<file path="src/rtl/boot_reset_ctrl.sv">
// ============================================================================
// boot_reset_ctrl: CPU boot/reset sequencer (quiesce, hold in reset, release
// with a latched boot vector). Optional DRAIN stage: BOOT_RESET_DRAIN_EN.
// Revision: 1.0
// ============================================================================
`default_nettype none

module boot_reset_ctrl #(
  parameter int RST_CYCLES    = 16,
  parameter int DRAIN_TIMEOUT = 255
) (
  input  logic        clk_i,
  input  logic        rst_i,
  input  logic        req_i,
  input  logic [7:0]  ibase_i,
  input  logic        idle_i,
  output logic        quiesce_o,
  output logic        cpu_rst_o,
  output logic [15:0] boot_adr_o,
  output logic        busy_o,
  output logic        done_o
);

  typedef enum logic [1:0] {
    IDLE    = 2'd0,
    DRAIN   = 2'd1,
    HOLD    = 2'd2,
    RELEASE = 2'd3
  } state_t;

  localparam logic [7:0] RST_LAST   = 8'(RST_CYCLES - 1);
  localparam logic [7:0] IBASE_INIT = 8'h01;

`ifdef BOOT_RESET_DRAIN_EN
  localparam state_t     REQ_TARGET = DRAIN;
  localparam logic [7:0] DRAIN_LAST = 8'(DRAIN_TIMEOUT - 1);
`else
  localparam state_t     REQ_TARGET = HOLD;
  logic idle_unused;
  assign idle_unused = idle_i;
`endif

  state_t     state, state_nxt;
  logic [7:0] count, count_nxt;
  logic [7:0] ibase_q, ibase_nxt;
  logic       quiesce_nxt, cpu_rst_nxt, busy_nxt, done_nxt;

  always_comb begin
    state_nxt = state;
    count_nxt = count;
    ibase_nxt = ibase_q;
    case (state)
      IDLE: begin
        count_nxt = 8'd0;
        if (req_i) begin
          ibase_nxt = ibase_i;
          state_nxt = REQ_TARGET;
        end
      end
`ifdef BOOT_RESET_DRAIN_EN
      DRAIN: begin
        // A request here only refreshes the vector; the drain timer keeps running.
        if (req_i) ibase_nxt = ibase_i;
        if (idle_i || count == DRAIN_LAST) begin
          state_nxt = HOLD;
          count_nxt = 8'd0;
        end else begin
          count_nxt = count + 8'd1;
        end
      end
`endif
      HOLD: begin
        if (req_i) begin
          ibase_nxt = ibase_i;
          count_nxt = 8'd0;
        end else if (count == RST_LAST) begin
          state_nxt = RELEASE;
          count_nxt = 8'd0;
        end else begin
          count_nxt = count + 8'd1;
        end
      end
      RELEASE: begin
        count_nxt = 8'd0;
        if (req_i) begin
          ibase_nxt = ibase_i;
          state_nxt = REQ_TARGET;
        end else begin
          state_nxt = IDLE;
        end
      end
      default: begin
        state_nxt = IDLE;
        count_nxt = 8'd0;
      end
    endcase
  end

  // Outputs are decoded from the next state so they register alongside it.
  always_comb begin
    cpu_rst_nxt = (state_nxt == HOLD);
    busy_nxt    = (state_nxt != IDLE);
    done_nxt    = (state_nxt == RELEASE);
`ifdef BOOT_RESET_DRAIN_EN
    quiesce_nxt = (state_nxt == HOLD) || (state_nxt == DRAIN);
`else
    quiesce_nxt = (state_nxt == HOLD);
`endif
  end

  always_ff @(posedge clk_i or posedge rst_i) begin
    if (rst_i) begin
      state     <= HOLD;
      count     <= 8'd0;
      ibase_q   <= IBASE_INIT;
      cpu_rst_o <= 1'b1;
      quiesce_o <= 1'b0;
      busy_o    <= 1'b1;
      done_o    <= 1'b0;
    end else begin
      state     <= state_nxt;
      count     <= count_nxt;
      ibase_q   <= ibase_nxt;
      cpu_rst_o <= cpu_rst_nxt;
      quiesce_o <= quiesce_nxt;
      busy_o    <= busy_nxt;
      done_o    <= done_nxt;
    end
  end

  assign boot_adr_o = {ibase_q, 8'h00};

endmodule

`default_nettype wire

</file>
<file path="config.mk">
export PLATFORM = sky130hd
export DESIGN_NAME = boot_reset_ctrl
export DESIGN_NICKNAME = d
export VERILOG_FILES = /design/src/rtl/boot_reset_ctrl.sv
export SDC_FILE = /design/constraint.sdc
export NUM_CORES = 1
export LEC_CHECK = 0
export BUFFER_PORTS_ARGS = -buffer_cell sky130_fd_sc_hd__buf_2
export CORE_ASPECT_RATIO = 0.6
export CORE_MARGIN = 2
export CORE_UTILIZATION = 40
export CTS_CLUSTER_DIAMETER = 80
export DETAILED_ROUTE_END_ITERATION = 8
export PLACE_DENSITY = 0.66
export SETUP_SLACK_MARGIN = 0.5
export SYNTH_ARGS = -nofsm -noshare
export SYNTH_HDL_FRONTEND = slang
export SYNTH_SLANG_ARGS = --single-unit
</file>
<file path="constraint.sdc">
create_clock -name clk_i -period 1.8 [get_ports clk_i]
set_input_delay 0.36 -clock clk_i [delete_from_list [all_inputs] [get_ports clk_i]]
set_output_delay 0.36 -clock clk_i [all_outputs]
set_load 0.01 [all_outputs]
</file>
==> impl_metrics.py <==
metrics = {
    "outcome": {
        "status": "completed",
    },
    "global_routing": {
        "antenna_found_initial": 0,
        "grt_max_degree": 23,
        "grt_first_pass_wirelength_um": 3130,
        "track_usage_pct": 14.6,
        "grt_pass1_vias": 678,
        "gr-total-overflow": 0,
    },
    "yosys": {
        "synth.distinct_cells": 28,
        "ys.flop_type": "dfrtp_1",
        "netlist_top_cells_count": "dfrtp_1 (18), buf_4 (8), mux2_2 (8)",
        "synth_seq_cells": 22,
        "synthArstFlopShare_pct": 100,
        "synth_area_leaders": "dfrtp_1 (46%), dfstp_2 (11%), mux2_2 (9.2%)",
        "yosysWarnings": 0,
        "syn_inst": 82,
        "yosysTopAreaCell": "dfrtp_1",
        "synth_edf_count": 0,
        "yosysMostFrequentCell": "dfrtp_1",
        "ys_seq_area_share_pct": 56.9,
        "synth_area_per_cell_um2": 11.9,
        "yosysTopAreaCellShare_pct": 46.2,
        "mappedNetlistArea_um2": 976,
    },
    "floorplan": {
        "die_w_um": 67.8,
        "coreArea_mm2": 0.00223,
        "num_io_pins": 32,
        "fp.dieH_um": 42.3,
        "rows": 13,
        "dieArea_mm2": 0.00286,
        "start_util_pct": 43.8,
    },
    "timing": {
        "hold_slack_ns": 0.113,
        "period_share_pct": 76.6,
        "fmax_mhz": 726,
        "rsz0062_at_grt": "yes",
        "hold_viol": 0,
        "fin_setup_tns_ns": 0,
        "setup_viol": 0,
        "slew_violations": 0,
        "skew_ns": 0.00991,
        "min_period_ns": 1.38,
    },
    "setup_path": {
        "crit_slowest_cell": "dfstp_2",
        "cp.depth": 3,
        "reg2reg_slack_ns": 0.42,
        "crit_path_max_incr_delay_ns": 0.55,
        "crit_start": "state[1]$_DFF_PP1_",
        "worstSetupStartpointType": "flop",
        "end_kind": "flop",
        "reg2reg_to": "count[7]$_DFF_PP0_",
        "worstSetupPathType": "reg2reg",
        "endpoint": "count[7]$_DFF_PP0_",
        "r2r_cells": 3,
        "crit_family": "flip-flops",
        "path_buf_inv": 0,
        "cp_data_arrival_time_ns": 1.57,
        "worst_ep_required_time_ns": 1.99,
        "worstReg2RegStart": "state[1]$_DFF_PP1_",
        "cp_max_fo": 8,
        "path_cells": "or3b_4 -> o21bai_4 -> a21oi_2",
    },
    "detailed_routing": {
        "wl_per_cell_um": 12.3,
        "viasPerCell": 4.74,
        "num_vias": 683,
        "drtIter0Drc": 44,
        "drtAntennaViolNets": 0,
        "first_pass_iters": 4,
        "drc": 0,
        "drt-total-wl_um": 1770,
    },
    "cells_and_area": {
        "final_util_pct": 57.0,
        "nets": 128,
        "n_antenna_cell": 0,
        "syn_to_final_growth_pct": 30.3,
        "design_area_mm2": 0.00127,
        "drive_above_1_share_pct": 52.6,
    },
    "job": {
        "max_cap_viol_count": 0,
    },
    "placement": {
        "portBuffers": 22,
        "placed_area_mm2": 0.00112,
        "gp_congestion": 0.713,
        "dp_hpwl_um": 1260,
    },
    "clocking": {
        "clk_path_buf_depth": 2,
        "hold_buffers": 0,
        "htreeDepth": 1,
        "clock_sinks": 22,
        "clock_latency_ns": 0.26,
        "clockRootBuffer": "clkbuf_8",
        "clk_pin_slew_worst_paths_ns": 0.08,
        "cts_made_buffers": 3,
        "cts_tree": "yes",
    },
    "power": {
        "leakagePower_nw": 0.562,
        "irDropWorstVdd_uv": 751,
        "report.power.total_w": 0.00112,
        "power.density_mw_per_mm2": 878,
    },
    "min_path": {
        "hold_class": "in2async",
    },
}
metrics by stage:
stage / setup WS, ns / instances
finish: 0.422 / 144
global route: 0.364 / 144
CTS: 0.437 / 143
detailed placement: 0.367 / 133
global placement: 0.371 / 133
floorplan: 0.459 / 89
cell type report:
type                       instances  area (um2)
timing repair buffer              31         184
multi-input combinational         52         403
clock inverter                     1        30.0
fill                             214         957
sequential                        22         557
clock buffer                       3        41.3
tap                               30        37.5
inverter                           5        18.8
timing repair:
action                                  4_1_cts  5_1_grt
endpoints found under the setup margin       11       20
pin swaps                                     3        1
gates resized for setup                       3        4
setup buffers                                 6        1
worst min-delay path by stage:
stage | from | endpoint | slack (ns)
2_1_floorplan | rst_i | count[0]$_DFF_PP0_ | 0.35
3_3_place_gp | rst_i | count[5]$_DFF_PP0_ | 0.40
3_5_place_dp | rst_i | count[5]$_DFF_PP0_ | 0.41
4_1_cts | rst_i | count[0]$_DFF_PP0_ | 0.12
5_1_grt | rst_i | count[5]$_DFF_PP0_ | 0.13
6_report | rst_i | count[0]$_DFF_PP0_ | 0.11
placed cells by master (no fill, tap or decap), drive strengths merged:
cell type / n
conb: 8
nand3b: 1
inv: 5
nand2b: 1
a31oi: 1
a21oi: 5
dfrtp: 18
or3: 3
o21bai: 1
nand3: 2
clkbuf: 3
mux2: 8
nand4b: 1
nor3: 2
nor2: 3
nand4: 1
buf: 31
or4: 1
nand2: 6
dfstp: 4
or3b: 1
bufinv: 1
xnor2: 1
o211ai: 1
ha: 1
o21ai: 4
flip-flops by register name (all words and copies together), names as in the netlist:
name / flops
cpu_rst_o: 1
count: 8
ibase_q: 8
state: 2
quiesce_o: 1
busy_o: 1
done_o: 1
tightest hold or removal path: stages:
cell and delay (ns):
buf_2 0.10, inv_1 0.04, buf_4 0.27
per-layer routing:
layer | global-route usage, % | up-vias | part of all wire, %
li1 | - | 328 | -
met1 | 19.2 | 328 | 45
met2 | 23.1 | 25 | 47
met3 | 4.30 | 2 | 6.7
met4 | 4.80 | 0 | 1.2
met5 | 0 | - | 0
cells by family after synthesis:
family                     after synthesis  share of synthesized area (%)
DFF                                     22                           56.9
and+or+nand+nor                         22                           14.1
buffers and inverters                   15                           9.10
AOI/OAI and AO/OA                       12                           8.08
muxes                                    8                           9.23
adders and majority gates                1                           1.28
other                                    1                          0.384
xor gates and xnor gates                 1                          0.898
report_power, final:
group	switching, W	leakage (nW)	total [W]	internal (W)
Sequential	0.0000173	0.268	0.000538	0.000521
Clock	0.000159	0.0357	0.000456	0.000297
Combinational	0.0000608	0.258	0.000122	0.0000614
Total	0.000237	0.562	0.00112	0.000879
Power figures use the tool's default switching activity.
